`config.mk`:
```
export PLATFORM = sky130hd
export DESIGN_NAME = id_hazard_ctrl_flat
export DESIGN_NICKNAME = d
export VERILOG_FILES = /design/src/rtl/mips_pkg.sv /design/src/rtl/id_hazard_ctrl_if.sv /design/src/rtl/id_hazard_ctrl_slot_pipe.sv /design/src/rtl/id_hazard_ctrl.sv /design/src/flat_wrapper.sv
export SDC_FILE = /design/constraint.sdc
export NUM_CORES = 1
export LEC_CHECK = 0
export ABC_AREA = 1
export CORE_MARGIN = 3
export CORE_UTILIZATION = 52
export DETAILED_ROUTE_END_ITERATION = 6
export GPL_TIMING_DRIVEN = 0
export HOLD_SLACK_MARGIN = 0.08
export PLACE_DENSITY = 0.89
export SLEW_MARGIN = 0
export SYNTH_ARGS = -nofsm -noshare
export SYNTH_HDL_FRONTEND = slang
export SYNTH_SLANG_ARGS = --single-unit
```
`constraint.sdc`:
```
create_clock -name clk -period 5.2 [get_ports clk]
set_clock_uncertainty 0.1 [all_clocks]
set_input_delay 1.04 -clock clk [delete_from_list [all_inputs] [get_ports clk]]
set_output_delay 1.04 -clock clk [all_outputs]
set_load 0.005 [all_outputs]
```
`src/rtl/mips_pkg.sv`:
```
// Shared MIPS pipeline definitions: register file geometry, pipeline slot
// indices, opcode / EXE command encodings and the NOP instruction word.
package mips_pkg;

    localparam int REG_AW    = 5;
    localparam int NUM_SLOTS = 3;

    // Position of each in-flight slot in the slot vectors (youngest first).
    typedef enum logic [1:0] {
        SLOT_EXE = 2'd0,
        SLOT_MEM = 2'd1,
        SLOT_WB  = 2'd2
    } slot_idx_e;

    typedef enum logic [5:0] {
        OP_RTYPE = 6'h00,
        OP_BEQ   = 6'h04,
        OP_BNE   = 6'h05,
        OP_ADDI  = 6'h08,
        OP_LW    = 6'h23,
        OP_SW    = 6'h2b
    } opcode_e;

    typedef enum logic [3:0] {
        EXE_NOP = 4'd0,
        EXE_ADD = 4'd1,
        EXE_SUB = 4'd2,
        EXE_AND = 4'd3,
        EXE_OR  = 4'd4,
        EXE_SLT = 4'd5,
        EXE_LW  = 4'd6,
        EXE_SW  = 4'd7,
        EXE_BR  = 4'd8
    } exe_cmd_e;

    // sll r0, r0, 0 -- what a bubble looks like in ID/EX.
    localparam logic [31:0] NOP_INSTR = 32'h0000_0000;

endpackage

```
`src/rtl/id_hazard_ctrl_if.sv`:
```
// ID-stage hazard controller bus: decoded ID fields and pipeline status in,
// pipeline steering out. master = ID/pipeline side, slave = controller.
interface id_hazard_ctrl_if import mips_pkg::*; #(
    parameter int REG_AW = mips_pkg::REG_AW,
    parameter int CNT_W  = 16
);
    logic              id_valid;
    logic [REG_AW-1:0] id_src1;
    logic [REG_AW-1:0] id_src2;
    logic              id_use_src2;
    logic [REG_AW-1:0] id_dest;
    logic              id_wb_en;
    logic              id_mem_r_en;
    logic              br_taken;
    logic              mem_busy;

    logic              hazard_stall;
    logic              pc_en;
    logic              idex_bubble;
    logic              if_flush;
    logic              freeze;
    logic [CNT_W-1:0]  stall_count;

    modport master (
        output id_valid, id_src1, id_src2, id_use_src2, id_dest, id_wb_en,
               id_mem_r_en, br_taken, mem_busy,
        input  hazard_stall, pc_en, idex_bubble, if_flush, freeze, stall_count
    );

    modport slave (
        input  id_valid, id_src1, id_src2, id_use_src2, id_dest, id_wb_en,
               id_mem_r_en, br_taken, mem_busy,
        output hazard_stall, pc_en, idex_bubble, if_flush, freeze, stall_count
    );

endinterface

```
`src/rtl/id_hazard_ctrl_slot_pipe.sv`:
```
// Three-deep record of register writes in flight (EXE, MEM, WB). Shifts one
// slot per unfrozen edge and reports, per slot, whether it targets a register
// the instruction in ID reads.
module hazard_slot_pipe import mips_pkg::*; #(
    parameter int REG_AW = mips_pkg::REG_AW
) (
    input  logic                 clk,
    input  logic                 rst,
    input  logic                 hold,
    input  logic                 issue_valid,
    input  logic [REG_AW-1:0]    issue_dest,
    input  logic                 issue_load,
    input  logic [REG_AW-1:0]    src1,
    input  logic [REG_AW-1:0]    src2,
    input  logic                 use_src2,
    output logic [NUM_SLOTS-1:0] match,
    output logic [NUM_SLOTS-1:0] load
);

    typedef struct packed {
        logic              valid;
        logic [REG_AW-1:0] dest;
        logic              is_load;
    } slot_t;

    slot_t slots [NUM_SLOTS];

    // Register 0 is hard-wired, so a write to it never blocks a reader.
    function automatic logic hit(slot_t s, logic [REG_AW-1:0] r);
        return s.valid && (s.dest == r) && (r != '0);
    endfunction

    // Advance the in-flight record each unfrozen edge; hold while frozen.
    always_ff @(posedge clk or posedge rst) begin
        if (rst) begin
            // NOTE: this slot array is control state whose valid bits must be
            // known after reset, so it is reset like ordinary flops; a data
            // RAM would be left unreset.
            for (int i = 0; i < NUM_SLOTS; i++) begin
                slots[i] <= '0;
            end
        end else if (!hold) begin
            // NOTE: non-blocking assignments make all three moves read the
            // pre-edge values, which is what turns this into a shift register.
            slots[SLOT_WB]  <= slots[SLOT_MEM];
            slots[SLOT_MEM] <= slots[SLOT_EXE];
            slots[SLOT_EXE] <= '{valid: issue_valid, dest: issue_dest, is_load: issue_load};
        end
    end

    // Per-slot source-register match and load flag for the stall decision.
    always_comb begin
        // NOTE: defaults first so every path assigns every bit and no latch
        // is inferred.
        match = '0;
        load  = '0;
        for (int i = 0; i < NUM_SLOTS; i++) begin
            match[i] = hit(slots[i], src1) | (use_src2 & hit(slots[i], src2));
            load[i]  = slots[i].is_load;
        end
    end

endmodule

```
`src/rtl/id_hazard_ctrl.sv`:
```
// ID-stage sequencer for the 5-stage MIPS pipe: RAW stall detection against
// in-flight writes, IF/ID flush after taken branches, whole-pipe freeze on a
// busy data memory, and a saturating count of stall cycles.
module id_hazard_ctrl import mips_pkg::*; #(
    parameter int REG_AW       = mips_pkg::REG_AW,
    parameter int FORWARD_EN   = 1,
    parameter int FLUSH_CYCLES = 1,
    parameter int CNT_W        = 16
) (
    input  logic          clk,
    input  logic          rst,
    id_hazard_ctrl_if.slave bus
);

    // With forwarding only a load still in EXE cannot be bypassed in time.
    localparam logic [NUM_SLOTS-1:0] EXE_ONLY   = NUM_SLOTS'(1);
    localparam logic [1:0]           FLUSH_LOAD = 2'(FLUSH_CYCLES);
    localparam logic [CNT_W-1:0]     CNT_MAX    = '1;

    logic [NUM_SLOTS-1:0] slot_match;
    logic [NUM_SLOTS-1:0] slot_load;
    logic [NUM_SLOTS-1:0] hazard_vec;
    logic                 freeze;
    logic                 hazard_stall;
    logic                 if_flush;
    logic                 issue_valid;
    logic                 br_accept;
    logic [1:0]           flush_cnt;
    logic [CNT_W-1:0]     stall_cnt;

    assign freeze       = bus.mem_busy;
    assign hazard_vec   = (FORWARD_EN != 0) ? (slot_match & slot_load & EXE_ONLY)
                                            : slot_match;
    assign hazard_stall = bus.id_valid & ~freeze & (|hazard_vec);
    assign if_flush     = (flush_cnt != 2'd0);

    // Stalled and flushed instructions never reach EXE, so they never block.
    assign issue_valid  = bus.id_valid & bus.id_wb_en & (bus.id_dest != '0)
                        & ~hazard_stall & ~if_flush;

    // A branch compared during a stall used stale operands, so it is ignored.
    assign br_accept    = bus.br_taken & bus.id_valid & ~hazard_stall & ~freeze;

    hazard_slot_pipe #(.REG_AW(REG_AW)) u_slots (
        .clk         (clk),
        .rst         (rst),
        .hold        (freeze),
        .issue_valid (issue_valid),
        .issue_dest  (bus.id_dest),
        .issue_load  (bus.id_mem_r_en),
        .src1        (bus.id_src1),
        .src2        (bus.id_src2),
        .use_src2    (bus.id_use_src2),
        .match       (slot_match),
        .load        (slot_load)
    );

    // Flush countdown: a taken branch (re)loads it, otherwise it drains.
    always_ff @(posedge clk or posedge rst) begin
        if (rst) begin
            flush_cnt <= 2'd0;
        end else if (!freeze) begin
            if (br_accept) begin
                flush_cnt <= FLUSH_LOAD;
            end else if (flush_cnt != 2'd0) begin
                flush_cnt <= flush_cnt - 2'd1;
            end
        end
    end

    // Saturating count of RAW stall cycles (freeze already masks the stall).
    always_ff @(posedge clk or posedge rst) begin
        if (rst) begin
            stall_cnt <= '0;
        end else if (hazard_stall && (stall_cnt != CNT_MAX)) begin
            stall_cnt <= stall_cnt + CNT_W'(1);
        end
    end

    assign bus.hazard_stall = hazard_stall;
    assign bus.pc_en        = ~freeze & ~hazard_stall;
    assign bus.idex_bubble  = hazard_stall;
    assign bus.if_flush     = if_flush;
    assign bus.freeze       = freeze;
    assign bus.stall_count  = stall_cnt;

endmodule

```
`src/flat_wrapper.sv`:
```
// flat-port wrapper written by rule: the top's interface ports become plain ports
module id_hazard_ctrl_flat import mips_pkg::*;
#(
    parameter int REG_AW       = mips_pkg::REG_AW,
    parameter int FORWARD_EN   = 1,
    parameter int FLUSH_CYCLES = 1,
    parameter int CNT_W        = 16
)
  (clk, rst, bus_id_valid, bus_id_src1, bus_id_src2, bus_id_use_src2, bus_id_dest, bus_id_wb_en, bus_id_mem_r_en, bus_br_taken, bus_mem_busy, bus_hazard_stall, bus_pc_en, bus_idex_bubble, bus_if_flush, bus_freeze, bus_stall_count);
  id_hazard_ctrl_if #(.REG_AW(REG_AW), .CNT_W(CNT_W)) bus_i ();
  input  logic clk;
  input  logic rst;
  input wire logic [$bits(bus_i.id_valid)-1:0] bus_id_valid;
  input wire logic [$bits(bus_i.id_src1)-1:0] bus_id_src1;
  input wire logic [$bits(bus_i.id_src2)-1:0] bus_id_src2;
  input wire logic [$bits(bus_i.id_use_src2)-1:0] bus_id_use_src2;
  input wire logic [$bits(bus_i.id_dest)-1:0] bus_id_dest;
  input wire logic [$bits(bus_i.id_wb_en)-1:0] bus_id_wb_en;
  input wire logic [$bits(bus_i.id_mem_r_en)-1:0] bus_id_mem_r_en;
  input wire logic [$bits(bus_i.br_taken)-1:0] bus_br_taken;
  input wire logic [$bits(bus_i.mem_busy)-1:0] bus_mem_busy;
  output wire logic [$bits(bus_i.hazard_stall)-1:0] bus_hazard_stall;
  output wire logic [$bits(bus_i.pc_en)-1:0] bus_pc_en;
  output wire logic [$bits(bus_i.idex_bubble)-1:0] bus_idex_bubble;
  output wire logic [$bits(bus_i.if_flush)-1:0] bus_if_flush;
  output wire logic [$bits(bus_i.freeze)-1:0] bus_freeze;
  output wire logic [$bits(bus_i.stall_count)-1:0] bus_stall_count;
  assign bus_i.id_valid = bus_id_valid;
  assign bus_i.id_src1 = bus_id_src1;
  assign bus_i.id_src2 = bus_id_src2;
  assign bus_i.id_use_src2 = bus_id_use_src2;
  assign bus_i.id_dest = bus_id_dest;
  assign bus_i.id_wb_en = bus_id_wb_en;
  assign bus_i.id_mem_r_en = bus_id_mem_r_en;
  assign bus_i.br_taken = bus_br_taken;
  assign bus_i.mem_busy = bus_mem_busy;
  assign bus_hazard_stall = bus_i.hazard_stall;
  assign bus_pc_en = bus_i.pc_en;
  assign bus_idex_bubble = bus_i.idex_bubble;
  assign bus_if_flush = bus_i.if_flush;
  assign bus_freeze = bus_i.freeze;
  assign bus_stall_count = bus_i.stall_count;
  id_hazard_ctrl #(.REG_AW(REG_AW), .FORWARD_EN(FORWARD_EN), .FLUSH_CYCLES(FLUSH_CYCLES), .CNT_W(CNT_W)) u_core (.clk(clk), .rst(rst), .bus(bus_i));
endmodule
```
==> results.md <==
- Gr usage total: 0.203
- Synth Cell Area: 1670 um2
- Worst Hold Slack: 0.431 ns
- Crit path max fanout: 4
- First-pass GRT wire length: 6520 um
- Vias: 1,555
- Fin. max-slew vios: 0
- GPL Wtd Cong: 0.866
- # rows: 19
- Worst slack at placement: 1.17 ns
- Largest net degree at the start of global routing: 26
- Worst-path cell chain: clkdlybuf4s50_1 -> inv_1 -> nand2_1 -> nand2_1 -> nor2_1 -> nand4_1 -> nand2_2 -> nand3_4 -> inv_1 -> buf_4 -> clkdlybuf4s50_1
- Die height: 62.7 um
- Post-CTS Setup Inserts: 0
- Syn Inst Count: 230
- Die width: 62.7 um
- Post-synth top area cell: dfrtp_1
- Post-Syn Nets: 255
- Endpoint class of the critical path: output pin
- Top cells by count, synth: nand2_1 (97), inv_1 (27), dfrtp_1 (25)
- Clock Root Buffer: clkbuf_4
- Final period utilization: 0.773
- Boundary Pins: 44
- Ys Warns: 0
- CP max stage cell: clkdlybuf4s50_1
- Crit path DAT: 2.88 ns
- Clock sinks: 25
- DR WL/cell: 11.4 um
- Number of hold violations in the final report: 0
- Worst Path Required: 4.06 ns
- Cts bufs inserted: 3
- Clock-pin slew on the worst setup and hold paths: 0.13 ns
- Aggregate routed wire length: 3640 um
- Max-slew headroom: 0.387
- Count leader, synth: nand2_1
- Post-synth EDFFs: 0
- Max layer used: met4
- Met3 routed WL: 221 um
- Fin area: 2170 um2
- Synth top area share: 0.374
- Cts hold-fix bufs: 0
- Sequential-to-total area share from yosys stat: 0.374
- Vias in the first global route: 1,405
- Area grow syn2layout: 29.9%
- H-tree Lvls: 1
- Setup TNS: 0 ns
- CP Class: primary input to output pin
- Met1 Wirelength: 1700 um
- Leak: 1.14 nW
- Initial antenna violation count: 0
- Leading post-synthesis cells by cell area: dfrtp_1 (37%), nand2_1 (22%), inv_1 (6.1%)
- Pre-antenna DRT Iters: 4
- Final #Nets: 302
- Pwr/cell area: 183 nW/um2
- F_max: 0.249 GHz
- Yosys reg bits: 25
- Antenna cells: 0
- Initial Utilization: 0.577
- Share of cells above drive strength 1: 0.0870
- Max incr delay on CP: 0.50 ns
- Post-route setup slack: 1.18 ns
- Clk buf depth: 2
- Final setup viols: 0
- Total grt overflow: 0
- Met2 wire len: 1700 um
- Inst Count DP: 314
- CTS resizes: 0
- Status: finished, final reports clean
- Post-synth cell types: 30
- Post-route insts no fill: 318
- Critical Path Start Type: primary input
- Max IR drop VDD: 0.146 mV
- RSZ-0062 raised after global routing: false
- Core area: 2900 um2
- TritonCTS clock tree: done
- PortBufs: 42
- Post-route DRC: 0
- Post-route ant nets: 0
- Dominant synthesized flop cell: dfrtp_1
- Syn Area/Cell: 7.28 um2
- Worst min-delay path class: flip-flop to flip-flop
- Die footprint: 3940 um2
- Detailed router's first-iteration violation count: 115
- DPL Wire Length: 2810 um
- Post-DP Area: 2150 um2
- Synth async-reset ratio: 1.00
- Worst skew pair latency: 0.32 ns
- Max Cap Viol: 0
- Fillers: 239
- Post-layout min period: 4.02 ns
- Vias/cell: 4.89
- Worst-Margin Slew: 0.919 ns
[critical path: cells and delay by family]
family | cells | cell delay [ns]
AND/OR/NAND/NOR | 6 | 0.61
buffers and inverters | 5 | 1.23
[kinds of logic after synthesis]
group,Yosys count,synth area share
compound gates,7,0.0217
xor+xnor,15,0.0785
fa+ha+maj,2,0.0149
buf+inv,36,0.0972
flops,25,0.374
mux,1,0.00673
simple gates,144,0.407
[where the power goes]
| part | switching [mW] | total [mW] | internal (mW) |
|---|---|---|---|
| Sequential | 0.00801 | 0.216 | 0.208 |
| Clock | 0.0592 | 0.0880 | 0.0289 |
| Combinational | 0.0452 | 0.0950 | 0.0499 |
[registers in the layout (all words and copies together), names as in the netlist]
| name | flops |
|---|---|
| u_core.bus.stall_count | 16 |
| u_core.u_slots.slots | 6 |
| u_core.flush_cnt | 2 |
| u_core.u_slots.load | 1 |
[per-stage QoR]
step                 util  power, mW
global route        0.750      0.430
CTS                 0.750      0.405
finish              0.750      0.399
floorplan               -      0.276
global placement    0.740      0.314
detailed placement  0.740      0.316
[cell usage in the layout, fill, tap and decap left out, types with 3 or more instances in the layout]
cell type / instances
clkbuf_4: 3
clkdlybuf4s50_1: 42
dfrtp_1: 25
inv_1: 27
inv_2: 3
nand2_1: 97
nand3_1: 11
nand4_1: 6
nor2_1: 13
nor3_1: 3
o21ai_0: 5
xnor2_1: 6
xor2_1: 9
[worst paths after layout]
path	slack [ns]	cells past startpoint	from	endpoint
worst max-delay path	1.18	11	bus_id_src1[2]	bus_idex_bubble
worst min-delay path	0.43	2	u_core.u_slots.slots[19]$_DFFE_PP0N_	u_core.u_slots.slots[19]$_DFFE_PP0N_
worst max register to register	3.30	9	u_core.bus.stall_count[0]$_DFFE_PP0P_	u_core.bus.stall_count[7]$_DFFE_PP0P_
worst min register to register	0.43	2	u_core.u_slots.slots[19]$_DFFE_PP0N_	u_core.u_slots.slots[19]$_DFFE_PP0N_
max in group asynchronous	3.34	2	rst	u_core.bus.stall_count[0]$_DFFE_PP0P_
min in group asynchronous	1.09	2	rst	u_core.bus.stall_count[4]$_DFFE_PP0P_
[routing by layer]
layer  track usage  vias up
li1              -      808
met5             0        -
met2         0.324       45
met3        0.0576        2
met1         0.285      700
met4        0.0193        0
[final cells by class]
type                            instances  area (um2)  share of cell area
Sequential cell                        25         626               0.288
Clock inverter                          1        5.00             0.00230
Tap cell                               42        52.6              0.0242
Buffer                                  5        46.3              0.0213
Clock buffer                            3        22.5              0.0104
Multi-Input combinational cell        169         886               0.407
Timing Repair Buffer                   42         420               0.193
Inverter                               31         116              0.0535
(Power assumes the default switching activity.)
